==> src/rtl/eip_fetch_sequencer_pkg.sv <==
// Shared sizes and state encoding for the Tiny86 EIP fetch sequencer.
package eip_fetch_sequencer_pkg;

  localparam int MAX_INSTR_BYTES = 15;
  localparam int INSTR_BITS      = MAX_INSTR_BYTES * 8;

  typedef enum logic [2:0] {
    SEQ_ST_IDLE  = 3'd0,
    SEQ_ST_REQ   = 3'd1,
    SEQ_ST_RSP   = 3'd2,
    SEQ_ST_ISSUE = 3'd3,
    SEQ_ST_EXEC  = 3'd4,
    SEQ_ST_HALT  = 3'd5,
    SEQ_ST_FAULT = 3'd6
  } seq_state_e;

endpackage

==> src/rtl/eip_fetch_sequencer_seq_step_counter.sv <==
// Retired-step counter: saturates at all-ones and flags when the next
// increment lands exactly on the step budget (budget 0 disables the flag).
module seq_step_counter #(
  parameter int unsigned STEP_W    = 32,
  parameter int unsigned MAX_STEPS = 0
) (
  input  logic              clk,
  input  logic              rst_n,
  input  logic              inc,
  output logic [STEP_W-1:0] count,
  output logic              budget_hit
);

  localparam logic [STEP_W-1:0] BUDGET = STEP_W'(MAX_STEPS);

  logic [STEP_W-1:0] count_next;

  assign count_next = (&count) ? count : count + STEP_W'(1);
  assign budget_hit = (MAX_STEPS != 0) && (count_next == BUDGET);

  always_ff @(posedge clk or negedge rst_n) begin
    if (!rst_n) begin
      count <= '0;
    end else if (inc) begin
      count <= count_next;
    end
  end

endmodule

==> src/rtl/eip_fetch_sequencer.sv <==
// Owns the architectural EIP: fetch at EIP, hand bytes to decode, commit the
// next EIP from the control flow unit, one instruction in flight at a time.
//
//   state | meaning
//   IDLE  | waiting for start
//   REQ   | fetch request at eip offered to instruction memory
//   RSP   | request accepted, waiting for fetch data
//   ISSUE | instruction bytes presented to decode
//   EXEC  | waiting for execute to return the next EIP
//   HALT  | stopped by halt request or step budget (sticky)
//   FAULT | stopped by a fetch error (sticky)
module eip_fetch_sequencer
  import eip_fetch_sequencer_pkg::*;
#(
  parameter logic [31:0] RESET_EIP = 32'h0000_1000,
  parameter int unsigned STEP_W    = 32,
  parameter int unsigned MAX_STEPS = 0
) (
  input  logic                  clk,
  input  logic                  rst_n,
  input  logic                  start,
  input  logic                  halt_req,
  output logic                  imem_req_valid,
  input  logic                  imem_req_ready,
  output logic [31:0]           imem_req_addr,
  input  logic                  imem_rsp_valid,
  input  logic [INSTR_BITS-1:0] imem_rsp_data,
  input  logic                  imem_rsp_err,
  output logic                  instr_valid,
  input  logic                  instr_ready,
  output logic [INSTR_BITS-1:0] instr_bytes,
  output logic [31:0]           instr_eip,
  input  logic                  commit_valid,
  input  logic [31:0]           commit_next_eip,
  output logic                  commit_ready,
  output logic [31:0]           eip,
  output logic [STEP_W-1:0]     step_count,
  output logic                  halted,
  output logic                  fault
);

  seq_state_e state;
  logic       req_pending;
  logic       commit_fire;
  logic       budget_hit;

  // A halt request in REQ wins over the fetch, so it masks the request itself.
  assign imem_req_valid = req_pending & ~halt_req;
  assign imem_req_addr  = eip;
  assign commit_fire    = commit_ready & commit_valid;

  seq_step_counter #(
    .STEP_W    (STEP_W),
    .MAX_STEPS (MAX_STEPS)
  ) u_step_counter (
    .clk        (clk),
    .rst_n      (rst_n),
    .inc        (commit_fire),
    .count      (step_count),
    .budget_hit (budget_hit)
  );

  always_ff @(posedge clk or negedge rst_n) begin
    if (!rst_n) begin
      state        <= SEQ_ST_IDLE;
      eip          <= RESET_EIP;
      instr_bytes  <= '0;
      instr_eip    <= '0;
      req_pending  <= 1'b0;
      instr_valid  <= 1'b0;
      commit_ready <= 1'b0;
      halted       <= 1'b0;
      fault        <= 1'b0;
    end else begin
      case (state)
        SEQ_ST_IDLE: begin
          if (start) begin
            eip         <= RESET_EIP;
            req_pending <= 1'b1;
            state       <= SEQ_ST_REQ;
          end
        end
        SEQ_ST_REQ: begin
          if (halt_req) begin
            req_pending <= 1'b0;
            halted      <= 1'b1;
            state       <= SEQ_ST_HALT;
          end else if (imem_req_ready) begin
            req_pending <= 1'b0;
            state       <= SEQ_ST_RSP;
          end
        end
        SEQ_ST_RSP: begin
          if (imem_rsp_valid) begin
            if (imem_rsp_err) begin
              fault <= 1'b1;
              state <= SEQ_ST_FAULT;
            end else begin
              instr_bytes <= imem_rsp_data;
              instr_eip   <= eip;
              instr_valid <= 1'b1;
              state       <= SEQ_ST_ISSUE;
            end
          end
        end
        SEQ_ST_ISSUE: begin
          if (instr_ready) begin
            instr_valid  <= 1'b0;
            commit_ready <= 1'b1;
            state        <= SEQ_ST_EXEC;
          end
        end
        SEQ_ST_EXEC: begin
          if (commit_valid) begin
            eip          <= commit_next_eip;
            commit_ready <= 1'b0;
            if (halt_req || budget_hit) begin
              halted <= 1'b1;
              state  <= SEQ_ST_HALT;
            end else begin
              req_pending <= 1'b1;
              state       <= SEQ_ST_REQ;
            end
          end
        end
        SEQ_ST_HALT, SEQ_ST_FAULT: begin
        end
        default: begin
          state <= SEQ_ST_IDLE;
        end
      endcase
    end
  end

endmodule

==> config.mk <==
export PLATFORM = sky130hd
export DESIGN_NAME = eip_fetch_sequencer
export DESIGN_NICKNAME = d
export VERILOG_FILES = /design/src/rtl/eip_fetch_sequencer_pkg.sv /design/src/rtl/eip_fetch_sequencer_seq_step_counter.sv /design/src/rtl/eip_fetch_sequencer.sv
export SDC_FILE = /design/constraint.sdc
export NUM_CORES = 1
export LEC_CHECK = 0
export ABC_AREA = 1
export CAP_MARGIN = 20
export CORE_AREA = 2 2 160 162
export CTS_CLUSTER_DIAMETER = 80
export CTS_CLUSTER_SIZE = 25
export DETAILED_ROUTE_END_ITERATION = 7
export DIE_AREA = 0 0 162 164
export PLACE_DENSITY = 0.74
export SLEW_MARGIN = 20
export SYNTH_ARGS = -nofsm -noshare
export SYNTH_HDL_FRONTEND = slang
export SYNTH_SLANG_ARGS = --single-unit
==> constraint.sdc <==
create_clock -name clk -period 5.2 [get_ports clk]
set_input_delay 1.04 -clock clk [delete_from_list [all_inputs] [get_ports clk]]
set_output_delay 1.04 -clock clk [all_outputs]
set_load 0.02 [all_outputs]
==> impl_metrics.tcl, run 1 <==
set metrics [dict create \
    drc 0 \
    path_max_fanout 6 \
    layout-drive-gt1-share_pct 9.42 \
    first_pass_iters 5 \
    hp-class "reg -> reg" \
    area_growth_pct 42.9 \
    antenna_cells 0 \
    end_kind "primary output" \
    antenna_found_initial 2 \
    gr-total-overflow 0 \
    place_hpwl_um 21800 \
    p_per_area_nw_per_um2 536 \
    avgSynthCellArea_um2 8.93 \
    ys_types 31 \
    final_area_um2 14900 \
    via_count 8668 \
    crit_type "in -> out" \
    cp.required_ns 4.16 \
    p_leak_nw 6.84 \
    post_cts_buffers 0 \
    cts_tree "done" \
    die_area_um2 26600 \
    worstSkewPairLatency_ns 0.48 \
    met2_usage_pct 36.0 \
    clockBufferDepth 3 \
    ant_nets 0 \
    ys_seq_area_share_pct 53.9 \
    clock_sinks 224 \
    synth_area_um2 10400 \
    report.final.hold_viol_count 0 \
    drt_wl_total_um 29100 \
    avgRoutedWirePerCell_um 15.7 \
    use_met1_pct 26.9 \
    outcome "finished clean" \
    hold_buffers 0 \
    peakVddDrop_v 0.000283 \
    die_w_um 162 \
    grt_usage_pct 21.5 \
    clk_transition_reported_paths_ns 0.09 \
    ys_seq_elements 224 \
    post_cts_resized 0 \
    critPathArrivalTime_ns 2.29 \
    period_minus_slack_ns 3.33 \
    clockRootBuffer "clkbuf_16" \
    multi_input_area_um2 3380 \
    nFillCells 2191 \
    cts_max_level 1 \
    layout.nets 1683 \
    yosysTopAreaCellShare_pct 53.7 \
    grt_pass1_vias 8244 \
    final_cell_mix "412 x clkdlybuf4s50_1, 303 x nand2_1, 223 x dfrtp_1" \
    drv_slew 0 \
    drt-initial-drc-count 481 \
    post_dp_cell_area_um2 14400 \
    die_h_um 164 \
    synth.area.top_cells "dfrtp_1 54%, nand2_1 11%, o21ai_2 8.7%" \
    instances_no_fill 1858 \
    setup_viol_count_final 0 \
    drv_cap 0 \
    met3_usage_pct 6.09 \
    worst_slew_pin_slew_ns 1.04 \
    portBuffers 413 \
    grt_max_degree 106 \
    io_pins 414 \
    grt_setup_unrepaired "no" \
    finClkSkew_ns 0.0152 \
    cts_made_buffers 14 \
    grt_pass1_wl_um 45300 \
    yosysWarnings 0 \
    gp_congestion 0.870 \
    whs_path_depth 1 \
    netlist_instances 1164 \
    max_freq_mhz 300 \
    r2r_cells 10 \
    vias_per_cell 4.67 \
    row_count 58 \
    relSlewSlack_pct 30.6 \
    final_common_cell "clkdlybuf4s50_1" \
    start_util_pct 41.9 \
    grt.busiest_layer "met2" \
    core_um2 24800 \
    synth_fp_nets 1326 \
    power_mw 7.96 \
    fin_setup_tns_ns 0 \
    post-route-period-util_pct 64.1 \
    startpoint_type "primary input" \
    yosysTopAreaCell "dfrtp_1" \
    regArea_um2 5610 \
    place_inst 1835 \
]
[flip-flops by register name, summed over array words and instances (netlist names)]
register              cells
state                     3
instr_bytes             120
u_step_counter.count     32
instr_valid               1
instr_eip                32
halted                    1
fault                     1
commit_ready              1
eip                      32
req_pending               1
[metrics by stage]
step	hold WS [ns]	setup slack (ns)	utilization, %
after floorplan	0.442	2.83	-
after global placement	0.459	1.86	58.0
after detailed placement	0.464	1.86	58.0
after CTS	0.486	1.86	59.9
after global routing	0.506	1.80	59.9
final	0.481	1.87	59.9
[kinds of logic (layout without fill, tap and decap cells)]
group | Yosys count | in the layout | synth area share, %
buf+inv | 273 | 637 | 13.7
xor+xnor | 8 | 8 | 0.674
compound gates | 201 | 201 | 13.5
fa+ha+maj | 1 | 1 | 0.120
simple gates | 457 | 457 | 18.1
flops | 224 | 224 | 53.9
[area by class of cell]
cell class | instances | share of cell area [%]
well taps | 330 | 2.78
inverters | 192 | 4.87
clock inverters | 7 | 0.589
multi-input cells | 667 | 22.8
clock buffers | 16 | 2.62
repair buffers | 422 | 28.6
flip-flops and latches | 224 | 37.7
[Yosys cell counts]
cell / n
a211o_1: 1
a21oi_1: 6
a22oi_1: 1
buf_1: 3
buf_2: 4
buf_4: 33
buf_6: 19
buf_8: 11
clkbuf_1: 11
dfrtp_1: 223
dfstp_2: 1
ha_1: 1
inv_1: 190
inv_2: 1
inv_4: 1
nand2_1: 303
nand2_2: 1
nand3_1: 61
nand3_2: 1
nand3b_1: 12
nand4_1: 11
nor2_1: 61
nor2_2: 1
nor3_1: 4
o21ai_0: 42
o21ai_1: 47
o21ai_2: 103
o21bai_1: 1
or2_1: 2
xnor2_1: 6
xor2_1: 2
[layer usage]
metal	up-vias	share of wire, %	wire length, µm
met3	55	8.1	2360
met1	4022	41	11900
met4	4	3.1	911
li1	4285	-	-
met2	302	48	13800
met5	-	0.079	23
[worst max-delay path: stages]
cell and delay [ns]:
clkdlybuf4s50_1 0.51, nor2_1 0.14, clkdlybuf4s50_1 0.61
[power breakdown]
part / internal, mW / leakage, nW / total (mW) / switching, mW
combinational: 1.80 / 3.69 / 3.90 / 2.10
sequential: 2.41 / 2.91 / 2.83 / 0.422
clock: 0.609 / 0.238 / 1.23 / 0.619
[path summary, 6_finish.rpt]
path / slack, ns / start / endpoint
min in group asynchronous: 0.53 / rst_n / u_step_counter.count[20]$_DFFE_PN0P_
max in group asynchronous: 3.63 / rst_n / u_step_counter.count[4]$_DFFE_PN0P_
min reg2reg: 0.48 / halted$_DFFE_PN0P_ / halted$_DFFE_PN0P_
max reg2reg: 2.14 / u_step_counter.count[0]$_DFFE_PN0P_ / u_step_counter.count[1]$_DFFE_PN0P_
min: 0.48 / halted$_DFFE_PN0P_ / halted$_DFFE_PN0P_
max: 1.87 / halt_req / imem_req_valid
Note: power is estimated with default switching activity, not from simulation.
==> inputs of run 2 (changes only) <==
CORE_AREA = 2 2 162 164   (was 2 2 160 162)
DIE_AREA = 0 0 164 166   (was 0 0 162 164)
PLACE_DENSITY = 0.72   (was 0.74)
clock period = 3.35 ns   (was 5.2 ns; I/O delays follow)
==> impl_metrics.tcl, run 2 (synthesis results as in run 1) <==
set metrics [dict create \
    grt_max_degree 98 \
    hold_buffers 0 \
    antenna_found_initial 3 \
    first_pass_iters 4 \
    max_freq_mhz 367 \
    start_util_pct 40.6 \
    cts_made_buffers 14 \
    final_common_cell "clkdlybuf4s50_1" \
    outcome "finished clean" \
    core_um2 25600 \
    cts_tree "done" \
    cts_max_level 1 \
    largest-register "instr_bytes" \
    grt_pass1_wl_um 45700 \
    p_leak_nw 6.84 \
    vias_per_cell 4.67 \
    gp_congestion 0.863 \
    place_hpwl_um 21700 \
    grt_setup_unrepaired "no" \
    worstSkewPairLatency_ns 0.49 \
    cp.required_ns 2.68 \
    place_ws_ns 0.530 \
    finClkSkew_ns 0.0177 \
    end_kind "primary output" \
    final_cell_mix "412 x clkdlybuf4s50_1, 303 x nand2_1, 223 x dfrtp_1" \
    gr-total-overflow 0 \
    path_max_fanout 6 \
    post_cts_resized 0 \
    io_pins 414 \
    fin_setup_tns_ns 0 \
    drt_wl_total_um 29300 \
    area_growth_pct 43.2 \
    final_area_um2 14900 \
    die_area_um2 27200 \
    avgRoutedWirePerCell_um 15.7 \
    reg2reg_from "state[0]$_DFFE_PN0P_" \
    drv_cap 0 \
    clockRootBuffer "clkbuf_16" \
    drv_slew 0 \
    layout.nets 1684 \
    crit_type "in -> out" \
    grt_usage_pct 21.1 \
    power_mw 12.4 \
    post_cts_buffers 0 \
    clockBufferDepth 3 \
    setup_viol_count_final 0 \
    instances_no_fill 1863 \
    drc 0 \
    relSlewSlack_pct 39.8 \
    place_inst 1841 \
    largest_reg_flops 120 \
    peakVddDrop_v 0.000476 \
    grt_pass1_vias 8459 \
    post-route-period-util_pct 81.4 \
    post_dp_cell_area_um2 14400 \
    antenna_cells 0 \
    via_count 8695 \
    critPathArrivalTime_ns 2.06 \
    hp-class "in -> async" \
    period_minus_slack_ns 2.73 \
    report.final.hold_viol_count 0 \
    clk_transition_reported_paths_ns 0.08 \
    drt-initial-drc-count 560 \
    crit_start "halt_req" \
    setup_slack_ns 0.622 \
    clock_sinks 224 \
    worst_slew_pin_slew_ns 0.903 \
    p_per_area_nw_per_um2 830 \
    row_count 59 \
    die_h_um 166 \
    ant_nets 0 \
    startpoint_type "primary input" \
    layout-drive-gt1-share_pct 9.36 \
    die_w_um 164 \
    portBuffers 413 \
]
[run 2: layout make-up]
| class | instances | area [µm²] |
|---|---|---|
| inverter | 192 | 723 |
| clock inverter | 6 | 86.3 |
| tap | 335 | 419 |
| multi-input combinational | 667 | 3380 |
| clock buffer | 16 | 379 |
| fill | 2215 | 10700 |
| timing repair buffer | 423 | 4290 |
| sequential | 224 | 5610 |
[run 2: routing by layer]
metal | wire length, µm | up-vias | part of all wire (%) | GRT usage (%)
li1 | - | 4292 | - | -
met1 | 11700 | 4059 | 40 | 25.7
met2 | 14000 | 289 | 48 | 35.8
met3 | 2570 | 51 | 8.8 | 6.72
met4 | 937 | 4 | 3.2 | 5.95
met5 | 27 | - | 0.092 | 0
[run 2: worst max-delay path: stages]
cell	delay, ns
clkdlybuf4s50_1	0.52
nor2_1	0.22
clkdlybuf4s50_1	0.64
[run 2: path summary, 6_finish.rpt]
check,slack (ns),end,cells past startpoint
setup / recovery,0.62,imem_req_valid,3
hold / removal,0.12,u_step_counter.count[18]$_DFFE_PN0P_,1
max in group asynchronous,2.45,u_step_counter.count[23]$_DFFE_PN0P_,2
hold reg to reg,0.48,instr_eip[23]$_DFFE_PN0P_,2
setup reg to reg,1.12,instr_bytes[76]$_DFFE_PN0P_,7
min in group clk,0.48,instr_eip[23]$_DFFE_PN0P_,2
[run 2: stage by stage]
stage | hold WS (ns) | util (%)
final | 0.121 | 58.1
after global routing | 0.150 | 58.1
after CTS | 0.153 | 58.1
after detailed placement | 0.466 | 56.3
after global placement | 0.461 | 56.3
after floorplan | 0.374 | -
[run 2: report_power, final]
| part | switching (mW) | internal, mW | leakage, nW | total (mW) |
|---|---|---|---|---|
| Clock | 0.980 | 0.925 | 0.228 | 1.91 |
| Sequential | 0.653 | 3.74 | 2.91 | 4.39 |
| Combinational | 3.26 | 2.80 | 3.70 | 6.06 |
==> inputs of run 3 (changes only) <==
CORE_AREA = default   (was 2 2 162 164)
CORE_ASPECT_RATIO = 2   (was default)
CORE_UTILIZATION = 40   (was default)
DIE_AREA = default   (was 0 0 164 166)
PLACE_DENSITY = 0.74   (was 0.72)
clock period = 2.3 ns   (was 3.35 ns; I/O delays follow)
==> impl_metrics.tcl, run 3 (synthesis results as in run 1) <==
set metrics [dict create \
    peakVddDrop_v 0.000727 \
    ant_nets 0 \
    grt_max_degree 122 \
    crit_chain "clkdlybuf4s50_1" \
    drt-initial-drc-count 445 \
    vias_per_cell 4.74 \
    antenna_found_initial 1 \
    hp-class "reg -> reg" \
    clockPowerShare_pct 13.1 \
    start_util_pct 40.5 \
    drc 0 \
    place_ws_ns 0.162 \
    final_util_pct 57.9 \
    hold_slack_ns 0.487 \
    layout.nets 1693 \
    critPathBufInv 1 \
    largest_reg_flops 120 \
    drv_slew 0 \
    switching_share_pct 39.9 \
    die_h_um 230 \
    end_kind "primary output" \
    gr-total-overflow 0 \
    period_minus_slack_ns 2.16 \
    crit_type "reg -> out" \
    largest-register "instr_bytes" \
    report.final.hold_viol_count 0 \
    setup_slack_ns 0.136 \
    cpPeakStageDelay_ns 0.67 \
    finClkSkew_ns 0.0175 \
    place_hpwl_um 24200 \
    drt_wl_total_um 31600 \
    portBuffers 413 \
    gp_congestion 0.932 \
    grt_usage_pct 23.4 \
    power.net_switching_mw 7.04 \
    clk_transition_reported_paths_ns 0.11 \
    p_comb_share_pct 50.5 \
    post-route-period-util_pct 94.1 \
    p_leak_nw 6.83 \
    critPathArrivalTime_ns 1.70 \
    cpMaxStageDelayCell "clkdlybuf4s50_1" \
    cts_max_level 1 \
    grt_pass1_vias 8501 \
    outcome "finished clean" \
    antenna_cells 0 \
    die_w_um 116 \
    setup_viol_count_final 0 \
    worstSkewPairLatency_ns 0.48 \
    first_pass_iters 5 \
    crit_family "buffers and inverters" \
    core_um2 25700 \
    io_pins 414 \
    p_int_mw 10.6 \
    cp.required_ns 1.84 \
    worst_slew_pin_slew_ns 0.574 \
    fin_setup_tns_ns 0 \
    drv_cap 0 \
    grt_setup_unrepaired "no" \
    clockBufferDepth 3 \
    cts_made_buffers 12 \
    avgRoutedWirePerCell_um 16.9 \
    power.share.sequential_pct 36.4 \
    clock_sinks 224 \
    final_common_cell "clkdlybuf4s50_1" \
    layout-drive-gt1-share_pct 9.52 \
    cts_tree "done" \
    row_count 83 \
    path_max_fanout 6 \
    clockRootBuffer "clkbuf_16" \
    max_freq_mhz 462 \
    final_cell_mix "412 x clkdlybuf4s50_1, 303 x nand2_1, 222 x dfrtp_1" \
    via_count 8889 \
    area_growth_pct 42.9 \
    grt_pass1_wl_um 47200 \
    p_per_area_nw_per_um2 1190 \
    relSlewSlack_pct 61.7 \
    die_area_um2 26700 \
    startpoint_type "flip-flop" \
]
-- run 3: path summary, 6_finish.rpt --
kind	slack, ns	cells past startpoint	to	from
setup reg to reg	0.25	10	u_step_counter.count[17]$_DFFE_PN0P_	u_step_counter.count[0]$_DFFE_PN0P_
min in group asynchronous	0.50	2	instr_eip[20]$_DFFE_PN0P_	rst_n
hold / removal	0.49	2	instr_bytes[0]$_DFFE_PN0P_	instr_bytes[0]$_DFFE_PN0P_
setup / recovery	0.14	1	step_count[21]	u_step_counter.count[21]$_DFFE_PN0P_
hold reg to reg	0.49	2	instr_bytes[0]$_DFFE_PN0P_	instr_bytes[0]$_DFFE_PN0P_
max in group asynchronous	1.02	3	instr_bytes[72]$_DFFE_PN0P_	rst_n
-- run 3: power groups by stage --
stage | logic [mW] | registers (mW) | clock network, mW
after floorplan | 2.87 | 8.21 | 0
after global placement | 8.82 | 6.44 | 0
after detailed placement | 8.97 | 6.49 | 0
after CTS | 9.00 | 6.42 | 2.41
after global routing | 9.48 | 6.60 | 2.52
final | 8.90 | 6.41 | 2.31
-- run 3: area by class of cell --
| class | count | area [µm²] |
|---|---|---|
| clock buffers | 17 | 340 |
| fillers | 2276 | 10800 |
| inverters | 192 | 723 |
| multi-input cells | 667 | 3390 |
| flip-flops and latches | 224 | 5610 |
| well taps | 340 | 425 |
| repair buffers | 434 | 4370 |
-- run 3: per-stage QoR --
step	cell area, µm²	total power, mW	instances
6_report	14900	17.6	1874
4_1_cts	14900	17.8	1874
5_1_grt	14900	18.6	1874
3_3_place_gp	14500	15.3	1856
2_1_floorplan	10400	11.1	1164
3_5_place_dp	14500	15.5	1856
-- run 3: layer usage --
layer	part of all wire [%]	global-route usage, %
met3	6.1	4.03
met1	35	24.8
met4	5.2	12.1
met2	53	43.0
met5	0.041	0
-- run 3: what timing repair did --
| action | in CTS | in global routing |
|---|---|---|
| endpoints found under the setup margin | 0 | 5 |
| buffers inserted | 0 | 0 |
| hold endpoints to repair | 50 | 0 |
| hold buffers | 1 | 0 |
| gates resized for setup | 0 | 1 |
